==> src/rtl/fifo_rd_packer.sv <==
// Pops bytes from a FIFO read port and packs them little-endian into 32-bit words.
// A word is presented when four bytes are captured, or early on flush / idle timeout.
module fifo_rd_packer #(
  parameter int TIMEOUT = 32
) (
  input  logic        clk,
  input  logic        rst,
  input  logic        buf_emp,
  input  logic [7:0]  buf_out,
  output logic        re_en,
  input  logic        flush,
  output logic [31:0] word_out,
  output logic [2:0]  byte_cnt,
  output logic        word_vld,
  input  logic        word_rdy
);

  typedef enum logic {FILL = 1'b0, HOLD = 1'b1} state_t;

  localparam logic [7:0] TMO_LAST = 8'(TIMEOUT - 1);

  state_t      state_q, state_d;
  logic [2:0]  lanes_q, lanes_d;
  logic        rd_pend_q;
  logic        flush_req_q, flush_req_d;
  logic [7:0]  tmo_q, tmo_d;
  logic [31:0] word_q, word_d;
  logic [2:0]  cnt_q, cnt_d;
  logic        vld_q, vld_d;
  logic [3:0]  inflight;

  // Bytes already captured plus the one still returning from the FIFO.
  assign inflight = {1'b0, lanes_q} + {3'b000, rd_pend_q};

  always_comb begin
    state_d     = state_q;
    lanes_d     = lanes_q;
    flush_req_d = flush_req_q;
    tmo_d       = tmo_q;
    word_d      = word_q;
    cnt_d       = cnt_q;
    vld_d       = vld_q;
    re_en       = 1'b0;

    case (state_q)
      FILL: begin
        re_en = !rst && !buf_emp && !flush_req_q && (inflight < 4'd4);

        if (rd_pend_q) begin
          word_d[{lanes_q[1:0], 3'b000} +: 8] = buf_out;
          lanes_d = lanes_q + 3'd1;
        end

        if (flush) flush_req_d = 1'b1;

        if (rd_pend_q || lanes_q == 3'd0) begin
          tmo_d = 8'd0;
        end else if (buf_emp) begin
          tmo_d = tmo_q + 8'd1;
        end
        if (lanes_q != 3'd0 && tmo_q == TMO_LAST) flush_req_d = 1'b1;

        // A pending flush waits for the in-flight byte so nothing is lost.
        if (rd_pend_q && lanes_q == 3'd3) begin
          state_d = HOLD;
          cnt_d   = 3'd4;
          vld_d   = 1'b1;
          tmo_d   = 8'd0;
        end else if (flush_req_q && !rd_pend_q) begin
          if (lanes_q != 3'd0) begin
            state_d = HOLD;
            cnt_d   = lanes_q;
            vld_d   = 1'b1;
            tmo_d   = 8'd0;
          end else begin
            flush_req_d = 1'b0;
          end
        end
      end

      HOLD: begin
        if (word_rdy) begin
          state_d     = FILL;
          lanes_d     = 3'd0;
          flush_req_d = 1'b0;
          tmo_d       = 8'd0;
          word_d      = 32'd0;
          cnt_d       = 3'd0;
          vld_d       = 1'b0;
        end
      end

      default: state_d = FILL;
    endcase
  end

  always_ff @(posedge clk) begin
    if (rst) begin
      state_q     <= FILL;
      lanes_q     <= 3'd0;
      rd_pend_q   <= 1'b0;
      flush_req_q <= 1'b0;
      tmo_q       <= 8'd0;
      word_q      <= 32'd0;
      cnt_q       <= 3'd0;
      vld_q       <= 1'b0;
    end else begin
      state_q     <= state_d;
      lanes_q     <= lanes_d;
      rd_pend_q   <= re_en;
      flush_req_q <= flush_req_d;
      tmo_q       <= tmo_d;
      word_q      <= word_d;
      cnt_q       <= cnt_d;
      vld_q       <= vld_d;
    end
  end

  assign word_out = word_q;
  assign byte_cnt = cnt_q;
  assign word_vld = vld_q;

endmodule

==> config.mk <==
export PLATFORM = sky130hd
export DESIGN_NAME = fifo_rd_packer
export DESIGN_NICKNAME = d
export VERILOG_FILES = /design/src/rtl/fifo_rd_packer.sv
export SDC_FILE = /design/constraint.sdc
export NUM_CORES = 1
export LEC_CHECK = 0
export BUFFER_PORTS_ARGS = -buffer_cell sky130_fd_sc_hd__buf_2
export CORE_UTILIZATION = 40
export CTS_BUF_LIST = sky130_fd_sc_hd__clkbuf_16
export CTS_CLUSTER_DIAMETER = 150
export DETAILED_ROUTE_END_ITERATION = 8
export RECOVER_POWER = 100
export SKIP_LAST_GASP = 1
export SLEW_MARGIN = 10
export SYNTH_ARGS = -nofsm -noshare
export SYNTH_HDL_FRONTEND = slang
export SYNTH_SLANG_ARGS = --single-unit
==> constraint.sdc <==
create_clock -name clk -period 4.3 [get_ports clk]
set_input_delay 0.86 -clock clk [delete_from_list [all_inputs] [get_ports clk]]
set_output_delay 0.86 -clock clk [all_outputs]
set_load 0.03 [all_outputs]
==> results.md, run 1 <==
- The flow ran to the end, and the final reports show no timing, DRC or antenna violations.
- The area of the core region is 0.00547 mm².
- Clock latency on the worst-skew pair, taken at its later pin, is 0.29 ns.
- The initial core utilization is 0.415.
- The number of warning messages in the yosys log is 0.
- Total power for the finished layout comes to 0.000968 W.
- For the pin with the worst max-slew slack, the measured transition is 0.918 ns.
- The maximum resistive drop on vdd is 0.000159 V.
- The die is around 77 µm tall.
- The share of cell area taken by muxes after synthesis is 0.0353.
- The type of the worst setup path is in2out.
- The number of buffers on the longest clock path is 2.
- In the final timing run, aggregate negative setup slack is 0 ns.
- For this design the ratio of total power to cell area is around 370 mW/mm².
- After the last flow step, the layout net total stands at 331.
- The number of hold-slack violations in the final timing report is 0.
- Routability-driven placement finished with a final weighted congestion of between 0.7 and 0.8.
- The proportion of netlist area held by the largest area contributor is 0.441.
- Buffers added to address setup during post-CTS repair amount to 0.
- The sum of overflow across all layers after global routing is 0.
- For this run, the total global-route usage over all layers was measured as 0.189.
- During I/O placement, the number of pins put on the boundary was 50.
- The mean number of vias per cell is about 5.3.
- The count of cells in the finished layout, fillers not included, comes to 384.
- The adder-cell share of the synthesized area is 0.0386.
- Of the total synthesized cell area, the portion taken by XOR and XNOR cells is 0.00386.
- By area, the combinational part of the netlist is dominated by simple AND/OR/NAND/NOR gates.
- The routed via count is 2016.
- The clock sink count is 50.
- The cell class contributing the biggest share of worst-path delay is simple AND/OR/NAND/NOR gates.
- The die extent in x is between 70 and 80 µm.
- The total wirelength of the detailed-routed design is between 5000 and 6000 µm.
- The number of flip-flops and latches in the synthesized netlist is 50.
- Of the total synthesized cell area, the portion taken by AND, OR, NAND and NOR gates is 0.267.
- After clock tree synthesis, the clock-pin slew on the worst setup and hold paths is around 0.070 ns.
- The worst setup path is captured at an output pin.
- The setup-violating endpoint count in the final report is 0.
- The number of antenna violations at the first check in global routing is 0.
- After detailed routing, the number of remaining DRC violations is 0.
- For this run, the top clock speed supported by timing is between 200 and 300 MHz.
- During placement, the flow inserted port buffers numbering a little under 50.
- The length of the first detailed-routing pass in iterations is 4.
- At the worst endpoint, the arrival time is around 2.6 ns.
- The via count of the first global-routing pass is roughly 1900.
- The first global-routing pass estimated 8910 µm of wire.
- STA classifies the critical path startpoint as an input pin.
- The max-slew violation count is 0.
- The largest area contributor in the netlist is sky130_fd_sc_hd__dfxtp_1.
- The max-slew headroom at the worst pin is 0.383.
- Walking the worst path, the cells encountered are buf_2 > or2_2 > or4_1 > a31oi_1 > clkbuf_1.
- The share of the synthesized area in compound gates (AO/OA/AOI/OAI) is 0.173.
- The clock root buffer master is sky130_fd_sc_hd__clkbuf_16.
- After clock tree synthesis, the repair step resized 0 gates.
- On the critical path, the stage with the largest delay is an instance of sky130_fd_sc_hd__or4_1.
- The count of inserted antenna diode cells is 0.
- The netlist area before placement is between 0.002 and 0.0025 mm².
- For this block, the initial DRC count from the detailed router was around 70.
- In this run the remaining antenna-violating nets after routing total 0.
- The net count after synthesis is 290.
- After clock tree synthesis, the flow added hold-fix buffers numbering 0.
- The part of the Yosys area used for sequential elements is 0.441.
- The dominant register cell in the synthesized netlist is sky130_fd_sc_hd__dfxtp_1.
- The number of maximum-capacitance constraint violations is 0.
- The post-synthesis to final-layout area growth is 14.8%.
- After detailed routing, the average wire length per cell comes to 13.9 µm.
- The H-tree was split into 2 levels.
- The row count is 27.
- The required time of the worst setup path is 3.44 ns.
- The buffering stage count on the worst path with inverters included is 2.
- The largest net degree at the start of global routing is 48.
- The fill cell instance count of the final layout is 586.
- After synthesis, the most frequently instantiated cells are 50 x sky130_fd_sc_hd__dfxtp_1, 36 x sky130_fd_sc_hd__a21oi_1, 32 x sky130_fd_sc_hd__nand2_1.
- sky130_fd_sc_hd__dfxtp_1 is the most common cell in the netlist.
- The reported leakage power is about 0.93 nW.
- The die area is about 0.006 mm².
- After layout, the minimum clock period comes to around 3.4 ns.
- The number of different library cells in the post-synthesis netlist is 42.
- The fraction of layout cells with a size suffix above 1 is 0.0801.
- Summing all multi-input logic gate instances after layout gives ~0.0011 mm².
- Of the available clock period, the critical path in the final layout requires 0.795.
- The synthesized design contains 0 enable-type register cells.
- Once detailed placement completed, the half-perimeter wirelength came to 3660 µm.
- In this design, the stage delay of the slowest critical-path cell is around 0.43 ns.
- The biggest fanout along the worst timing path is between 40 and 50.
- Counting flops with an async set or reset pin after synthesis yields a share of 0.
- The worst clock skew is about 0.0050 ns.
- The post-synthesis instance total is 270.
- Ranked by total cell area, the synthesized netlist is headed by sky130_fd_sc_hd__dfxtp_1 44%, sky130_fd_sc_hd__a21oi_1 7.9%, sky130_fd_sc_hd__nand3_1 6.6%, sky130_fd_sc_hd__nand2_1 5.3%, sky130_fd_sc_hd__ha_1 3.9%.
- Buffers inserted during clock tree synthesis total 5.
- The min-delay analysis places its worst path in the category reg2reg.
- Setup repair after global routing left no endpoint under its margin.
- Counting tap cells, the placed design contains a total of ~380 instances.
- The area taken by flip-flops and latches is approximately 0.0010 mm².
- TritonCTS built the clock tree.
- Each instance of the synthesized netlist takes up on average roughly 8.4 µm².
-- registers in the layout (all words and copies together), names as in the netlist --
name	count
word_out	32
word_vld	1
lanes_q	3
rd_pend_q	1
flush_req_q	1
byte_cnt	3
state_q	1
tmo_q	8
-- power breakdown --
part           switching (W)  leakage, nW  internal, W
registers          0.0000104        0.404     0.000471
clock network       0.000174       0.0698     0.000216
logic              0.0000647        0.458    0.0000319
total               0.000249        0.932     0.000719
-- path summary, 6_finish.rpt --
path,end,depth (start not counted),startpoint,slack [ns]
max,re_en,5,rst,0.88
min,word_out[25]$_SDFFE_PP0P_,2,word_out[25]$_SDFFE_PP0P_,0.45
max reg2reg,tmo_q[5]$_SDFFE_PP0P_,6,lanes_q[0]$_SDFFE_PP0P_,1.84
min reg2reg,word_out[25]$_SDFFE_PP0P_,2,word_out[25]$_SDFFE_PP0P_,0.45
-- per-stage QoR --
stage | hold WS [ns] | cell area (µm²) | utilization | setup slack [ns]
3_3_place_gp | 0.438 | 2530 | 0.463 | 1.05
2_1_floorplan | 0.460 | 2270 | - | 1.40
3_5_place_dp | 0.443 | 2530 | 0.463 | 1.06
4_1_cts | 0.454 | 2680 | 0.489 | 1.05
6_report | 0.451 | 2610 | 0.476 | 0.881
5_1_grt | 0.466 | 2610 | 0.476 | 0.758
-- layout by cell type, fill, tap and decap left out, types with 3 or more instances in the layout --
cell type	synthesis	final
sky130_fd_sc_hd__dfxtp_1	50	50
sky130_fd_sc_hd__clkbuf_1	6	37
sky130_fd_sc_hd__a21oi_1	36	36
sky130_fd_sc_hd__nand2_1	32	32
sky130_fd_sc_hd__nand3_1	30	30
sky130_fd_sc_hd__nor2_1	17	17
sky130_fd_sc_hd__buf_2	3	12
sky130_fd_sc_hd__o21ai_0	7	9
sky130_fd_sc_hd__mux2i_1	8	8
sky130_fd_sc_hd__and2_0	0	7
sky130_fd_sc_hd__ha_1	7	7
sky130_fd_sc_hd__inv_1	6	6
sky130_fd_sc_hd__a31oi_1	6	6
sky130_fd_sc_hd__clkbuf_16	0	5
sky130_fd_sc_hd__a21o_1	4	4
sky130_fd_sc_hd__nand2b_1	4	4
sky130_fd_sc_hd__nor2b_1	4	4
sky130_fd_sc_hd__and2_1	10	3
sky130_fd_sc_hd__a21oi_2	3	3
sky130_fd_sc_hd__nor3_1	2	3
sky130_fd_sc_hd__and3_1	3	3
sky130_fd_sc_hd__a22oi_1	3	3
-- logic make-up (layout without fill, tap and decap cells) --
kind of cell	Yosys count	in the layout
adder cells (fa/ha/maj)	7	7
multiplexers	8	8
XOR/XNOR	1	1
AND/OR/NAND/NOR	117	117
buffers and inverters	21	63
flip-flops	50	50
AO/OA/AOI/OAI	66	66
-- metal layers --
layer | vias up | part of all wire | global-route usage
met3 | 8 | 0.050 | 0.0464
li1 | 1034 | - | -
met4 | 0 | 0.020 | 0.0792
met2 | 43 | 0.44 | 0.289
met1 | 931 | 0.49 | 0.251
met5 | - | 0 | 0
-- worst min-delay path: cells and delay by family (launching register included) --
kind	cells	cell delay, ns
simple gates	1	0.05
compound gates	1	0.05
flops	1	0.31
-- area by class of cell --
class | count | area share
multi-input combinational | 199 | 0.440
sequential | 50 | 0.384
timing repair buffer | 49 | 0.0763
clock buffer | 5 | 0.0480
tap | 72 | 0.0346
inverter | 6 | 0.00864
clock inverter | 3 | 0.00816
Note: power is estimated with default switching activity, not from simulation.
==> inputs of run 2 (changes only) <==
==> constraint.sdc (replaced) <==
create_clock -name clk -period 3.2 [get_ports clk]
set_input_delay 0.64 -clock clk [delete_from_list [all_inputs] [get_ports clk]]
set_output_delay 0.64 -clock clk [all_outputs]
set_load 0.03 [all_outputs]
==> run 2 against run 1 <==
Critical path depth stayed put; count of clock-buffer cells in the layout stayed put; clock power is 53% higher; clock skew is 0.0012 ns higher; design area is 1.2% higher; sequential share of layout area is 0.46 points lower; utilization is 0.57 points higher; routed wire length is 0.88% lower; critical endpoint unchanged; non-clock buffer count is 1 higher; largest power group unchanged; worst hold slack better by 0.0020 ns; register-to-register slack worse by 1.1 ns.
==> results.md, run 2 (synthesis results as in run 1) <==
- The clock tree from TritonCTS is yes.
- The height of the die is 77.3 µm (unchanged).
- The number of buffers on the longest clock path is 2 (unchanged).
- The pin slew with the least headroom to its limit is 0.905 ns (-0.0125 ns).
- The biggest fanout along the worst timing path is 2 (-96%).
- The largest net degree at the start of global routing came to 47 (-2.1%).
- The average wire per standard cell is 13.7 µm (-1.1%).
- The final routed DRC violation total is 0 (unchanged).
- The startpoint identified for the worst hold timing path is word_out[24]$_SDFFE_PP0P_.
- The setup total negative slack is 0 ns (unchanged).
- Timing would allow up to around 400 MHz.
- The class of the most critical hold timing path is reg2reg.
- The endpoint of the worst hold path is word_out[24]$_SDFFE_PP0P_.
- The max-slew violation count is 0 (unchanged).
- The flow ran to the end, and the final reports show no timing, DRC or antenna violations.
- The count of inserted antenna diode cells is 0 (unchanged).
- The number of primary I/O pins is 50 (unchanged).
- The die extent in x is 77.3 µm (unchanged).
- The area of the core region is 0.00547 mm² (unchanged).
- The buffering stage count on the worst path with inverters included came to 2 (unchanged).
- The max-slew headroom at the worst pin is 0.388 (+0.00455).
- Setup repair after global routing left no endpoint under its margin.
- The setup path with the least slack is of type in2out.
- The maximum resistive drop on vdd is 0.000260 V (+63%).
- The total wirelength of the detailed-routed design is 5280 µm (-0.88%).
- The post-route cell area is 0.00264 mm² (+1.2%).
- The minimum hold slack was 0.453 ns (+0.00195 ns).
- Counting I/O delays and the setup requirement, the final critical path takes 2.51 ns.
- In the finished design, the share of the clock period the worst path needs comes to 0.785.
- The power per unit of standard cell area was 521 mW/mm² (+40%).
- The routability congestion estimate is 0.793 (+6.4%).
- The number of hold-slack violations in the final timing report is 0 (unchanged).
- The post-placement cell area came to 0.00254 mm² (+0.30%).
- CTS placed an instance of sky130_fd_sc_hd__clkbuf_16 at the clock tree root.
- The number of maximum-capacitance constraint violations is 0 (unchanged).
- The clock latency reported for the late side of the worst-skew pair was 0.29 ns (about the same).
- The number of H-tree levels was 2 (unchanged).
- The number of antenna violations at the first check in global routing was 0 (unchanged).
- The detailed placement HPWL came to 3620 µm (-1.0%).
- The clock sink count is 50 (unchanged).
- The slowest stage of the critical path is the sky130_fd_sc_hd__or4_1 cell.
- The post-route core utilization is 0.482 (+0.00572).
- The depth of the worst hold-timing path is 2 (unchanged).
- The quantity of gates resized following cts is 0 (unchanged).
- The reported leakage power is 0.939 nW (+0.79%).
- The worst-case setup slack after placement is 0.786 ns (-0.270 ns).
- Leaving out fill and tap cells, the most frequent cell in the layout is sky130_fd_sc_hd__dfxtp_1.
- The row count came to 27 (unchanged).
- The sum of overflow across all layers after global routing is 0 (unchanged).
- The fraction of layout cells with a size suffix above 1 is 0.0799 (-0.000256).
- The initial core utilization is 0.415 (unchanged).
- The wire length of the first global-routing pass is 8610 µm (-3.3%).
- In this run the critical register-to-register path is launched from lanes_q[0]$_SDFFE_PP0P_.
- The required time of the worst setup path is 2.56 ns (-0.88 ns).
- The end of the worst register-to-register path is tmo_q[5]$_SDFFE_PP0P_.
- The worst setup path is captured at an output pin.
- The post-CTS clock slew at the launch and capture registers of the worst setup and hold paths came to 0.07 ns (about the same).
- The total global-route track usage is 0.185 (-0.00366).
- The kind of start point of the critical path is an input pin.
- The DRC violation total after the first TritonRoute iteration is 95 (+32%).
- The kind of cell with the highest combined delay along the critical path is simple AND/OR/NAND/NOR gates.
- The routed via count is 2016 (unchanged).
- The delay of the slowest critical-path stage is 0.43 ns (about the same).
- The number of hold buffers added after CTS is 0 (unchanged).
- The fill cell instance count of the final layout is 607 (+3.6%).
- The setup-violating endpoint count in the final report is 0 (unchanged).
- The length of the first detailed-routing pass in iterations is 4 (unchanged).
- The number of antenna-violating nets in the routed design was 0 (unchanged).
- The via count of the first global-routing pass is 1800 (-5.6%).
- The data arrival time of the critical path is 1.87 ns (-0.69 ns).
- The number of buffer cells added on primary ports is 49 (unchanged).
- The area growth from synthesis to layout is 16.2%.
- The slack of the critical path is 0.689 ns (-0.192 ns).
- The number of clock buffers inserted by TritonCTS came to 5 (unchanged).
- The die area is 0.00598 mm² (unchanged).
- The register-to-register setup slack came to 0.75 ns (-1.09 ns).
- The number of cell instances on the worst register-to-register path was 6 (unchanged).
- The signal on the critical path passes through buf_2 > or2_0 > or4_1 > a31oi_1 > clkbuf_1.
- The flip-flop count of the largest register, all copies and words added is 32 (unchanged).
- The number of nets in the final layout is 332 (+0.30%).
- The worst clock skew is 0.00614 ns (+0.00117 ns).
- Leaving out fill and tap cells, the most frequent cells in the layout are 50 x sky130_fd_sc_hd__dfxtp_1, 37 x sky130_fd_sc_hd__clkbuf_1, 36 x sky130_fd_sc_hd__a21oi_1.
- The mean number of vias per cell came to 5.24 (-0.26%).
- The post-CTS setup buffer count is 0 (unchanged).
## run 2: cell types whose count changed in the layout (fill, tap and decap cells not counted), sizes merged
cell	before	now
clkinvlp	1	2
buf	12	13
bufinv	0	1
clkinv	2	0
## run 2: area by class of cell
class,count,area [µm²],share of cell area
multi-input cells,199,1150,0.435
clock inverters,3,45.0,0.0171
repair buffers,50,206,0.0783
clock buffers,5,125,0.0474
well taps,72,90.1,0.0342
inverters,6,22.5,0.00854
flip-flops and latches,50,1000,0.380
## run 2: stage by stage
| step | power [W] | std cells |
|---|---|---|
| after CTS | 0.00140 | 385 |
| after global placement | 0.000801 | 377 |
| after detailed placement | 0.000802 | 377 |
| after global routing | 0.00144 | 385 |
| final | 0.00137 | 385 |
| after floorplan | 0.000763 | 270 |
## run 2: layer usage
metal / share of wire / track usage
met5: 0 / 0
met3: 0.035 / 0.0476
met1: 0.51 / 0.246
met2: 0.44 / 0.287
met4: 0.015 / 0.0679
## run 2: how the worst max path moves through the flow
stage | startpoint | endpoint | slack (ns) | cells after the start
global route | lanes_q[0]$_SDFFE_PP0P_ | tmo_q[5]$_SDFFE_PP0P_ | 0.48 | 6
global placement | rst | re_en | 0.81 | 5
finish | rst | re_en | 0.69 | 5
CTS | rst | re_en | 0.79 | 5
floorplan | rst | re_en | 0.74 | 3
detailed placement | rst | re_en | 0.79 | 5
## run 2: worst min-delay path, stage by stage, from the launching register on
cell and delay, ns:
sky130_fd_sc_hd__dfxtp_1 0.31, sky130_fd_sc_hd__nand2_1 0.05, sky130_fd_sc_hd__a21oi_1 0.05
## run 2: where the power goes
group	total [W]	switching [W]	internal, W
registers	0.000648	0.0000144	0.000633
logic	0.000130	0.0000871	0.0000432
clock network	0.000596	0.000228	0.000368
total	0.00137	0.000329	0.00104
==> inputs of run 3 (changes only) <==
==> constraint.sdc (replaced) <==
create_clock -name clk -period 2.5 [get_ports clk]
set_input_delay 0.5 -clock clk [delete_from_list [all_inputs] [get_ports clk]]
set_output_delay 0.5 -clock clk [all_outputs]
set_load 0.03 [all_outputs]
==> run 3 against run 2 <==
Critical endpoint unchanged; combinational power up 33%; final cell count increased by 0.26%; utilization increased by 0.14 points; flip-flop and latch count unchanged; largest cell class unchanged; via count up 3.0%; register-to-register slack got worse by 0.49 ns; count of clock-buffer cells in the layout stayed put; power rose by 30%.
==> results.md, run 3 (synthesis results as in run 1) <==
- The run finished with clean final reports.
- The register-to-register setup slack is 0.26 ns (-0.49 ns).
- The maximum resistive drop on vdd is 0.000324 V (+24%).
- The area of the core region is 0.00547 mm² (unchanged).
- The endpoint of the worst hold path is word_out[10]$_SDFFE_PP0P_.
- The worst clock skew was 0.00591 ns (-0.000232 ns).
- The post-placement cell area came to 0.00255 mm² (+0.30%).
- The post-route core utilization came to 0.483 (+0.00137).
- The biggest fanout along the worst timing path is 9 (+7).
- The sum of overflow across all layers after global routing is 0 (unchanged).
- The startpoint identified for the worst register-to-register timing path is lanes_q[1]$_SDFFE_PP0P_.
- The minimum hold slack was 0.454 ns (+0.000880 ns).
- The number of buffer cells added on primary ports is 49 (unchanged).
- The post-route cell area came to 0.00265 mm² (+0.28%).
- In the finished design, the share of the clock period the worst path needs comes to 0.898.
- The flip-flop count of the largest register, all copies and words added is 32 (unchanged).
- The number of primary I/O pins is 50 (unchanged).
- The die area was 0.00598 mm² (unchanged).
- The fill cell instance count of the final layout is 570 (-6.1%).
- The end of the worst register-to-register path is tmo_q[3]$_SDFFE_PP0P_.
- The setup total negative slack was 0 ns (unchanged).
- The number of maximum-capacitance constraint violations is 0 (unchanged).
- The number of H-tree levels is 2 (unchanged).
- The reported leakage power was 0.955 nW (+1.7%).
- The slack of the critical path is 0.254 ns (-0.435 ns).
- The detailed placement HPWL is 3670 µm (+1.2%).
- The root buffer cell chosen for the clock tree is sky130_fd_sc_hd__clkbuf_16.
- The tightest min-delay check is of the reg2reg type.
- The initial core utilization is 0.415 (unchanged).
- STA classifies the critical path endpoint as an output pin.
- The row count is 27 (unchanged).
- The post-CTS clock slew at the launch and capture registers of the worst setup and hold paths is 0.07 ns (about the same).
- The pin slew with the least headroom to its limit is 0.918 ns (+0.0123 ns).
- The average wire per standard cell came to 14.0 µm (+2.2%).
- The DRC violation total after the first TritonRoute iteration was 84 (-12%).
- The total global-route track usage is 0.192 (+0.00673).
- The wire length of the first global-routing pass is 9100 µm (+5.7%).
- The post-CTS setup buffer count was 0 (unchanged).
- The number of antenna violations at the first check in global routing is 0 (unchanged).
- The setup-violating endpoint count in the final report came to 0 (unchanged).
- The kind of start point of the critical path is a flop.
- The number of buffers on the longest clock path came to 2 (unchanged).
- The type of the worst setup path is reg2out.
- The power per unit of standard cell area was 676 mW/mm² (+30%).
- The fraction of layout cells with a size suffix above 1 is 0.0828 (+0.00293).
- The final routed DRC violation total is 0 (unchanged).
- The number of cell instances on the worst register-to-register path is 6 (unchanged).
- The number of nets in the final layout is 333 (+0.30%).
- The length of the first detailed-routing pass in iterations came to 4 (unchanged).
- The die extent in x is 77.3 µm (unchanged).
- The max-slew violation count is 0 (unchanged).
- Subtracting the final worst setup slack from the clock period gives between 2 and 2.5 ns.
- The largest net degree at the start of global routing is 47 (unchanged).
- The quantity of gates resized following cts is 0 (unchanged).
- The height of the die is 77.3 µm (unchanged).
- Leaving out fill and tap cells, the most frequent cell in the layout is sky130_fd_sc_hd__dfxtp_1.
- The worst hold path begins at word_out[10]$_SDFFE_PP0P_.
- The max-slew headroom at the worst pin came to 0.380 (-0.00832).
- The via count of the first global-routing pass was 1894 (+5.2%).
- TritonCTS built the clock tree.
- The routability congestion estimate is 0.799 (+0.81%).
- The post-synthesis to final-layout area growth is 16.5%.
- The depth of the worst hold-timing path is 2 (unchanged).
- The count of inserted antenna diode cells was 0 (unchanged).
- Setup repair after global routing left no endpoint under its margin.
- The maximum frequency from static timing analysis is between 400 and 500 MHz.
- The number of hold-slack violations in the final timing report is 0 (unchanged).
- The number of hold buffers added after CTS is 0 (unchanged).
- The mean number of vias per cell came to 5.38 (+2.7%).
- The data arrival time of the critical path is 1.75 ns (-0.12 ns).
- The required time of the worst setup path is 2.00 ns (-0.56 ns).
- The worst-case setup slack after placement came to 0.385 ns (-0.401 ns).
- The number of clock buffers inserted by TritonCTS is 5 (unchanged).
- The clock latency reported for the late side of the worst-skew pair is 0.29 ns (about the same).
- The total wirelength of the detailed-routed design came to 5410 µm (+2.4%).
- Leaving out fill and tap cells, the most frequent cells in the layout are 50 x sky130_fd_sc_hd__dfxtp_1, 37 x sky130_fd_sc_hd__clkbuf_1, 36 x sky130_fd_sc_hd__a21oi_1.
- The routed via count is 2076 (+3.0%).
- The clock sink count was 50 (unchanged).
- The number of antenna-violating nets in the routed design is 0 (unchanged).
[run 3: layout make-up]
type	instances	area, µm²	area share
clock inverters	3	47.5	0.0180
flip-flops and latches	50	1000	0.378
inverters	6	22.5	0.00851
clock buffers	5	125	0.0473
repair buffers	51	211	0.0799
multi-input cells	199	1150	0.434
well taps	72	90.1	0.0341
[run 3: where the power goes]
group / total, W / internal [W] / switching [W]
clock: 0.000791 / 0.000479 / 0.000312
combinational: 0.000173 / 0.0000570 / 0.000116
sequential: 0.000825 / 0.000810 / 0.0000149
[run 3: layer usage]
layer  global-route usage  part of all wire  vias to the layer above
met5                    0                 0                        -
met4               0.0717            0.0085                        0
met3               0.0429             0.049                        5
met2                0.298              0.46                       46
met1                0.258              0.49                      988
li1                     -                 -                     1037
[run 3: worst max-delay path by stage]
| stage | startpoint | endpoint | slack, ns | cells after the start |
|---|---|---|---|---|
| after floorplan | rst | re_en | 0.32 | 3 |
| after global placement | rst | re_en | 0.39 | 5 |
| after detailed placement | rst | re_en | 0.39 | 5 |
| after CTS | flush_req_q$_SDFFE_PP0P_ | re_en | 0.25 | 4 |
| after global routing | lanes_q[1]$_SDFFE_PP0P_ | word_out[7]$_SDFFE_PP0P_ | 0.08 | 6 |
| final | flush_req_q$_SDFFE_PP0P_ | re_en | 0.25 | 4 |
[run 3: critical path: stages, from the launching register on]
cell	delay, ns
sky130_fd_sc_hd__dfxtp_1	0.39
sky130_fd_sc_hd__or2_0	0.27
sky130_fd_sc_hd__or4_1	0.43
sky130_fd_sc_hd__a31oi_1	0.15
sky130_fd_sc_hd__clkbuf_2	0.22
[run 3: through the flow]
step | std cells | power [W]
final | 386 | 0.00179
after global routing | 386 | 0.00186
after CTS | 386 | 0.00182
after detailed placement | 378 | 0.00103
after global placement | 378 | 0.00103
after floorplan | 270 | 0.000977
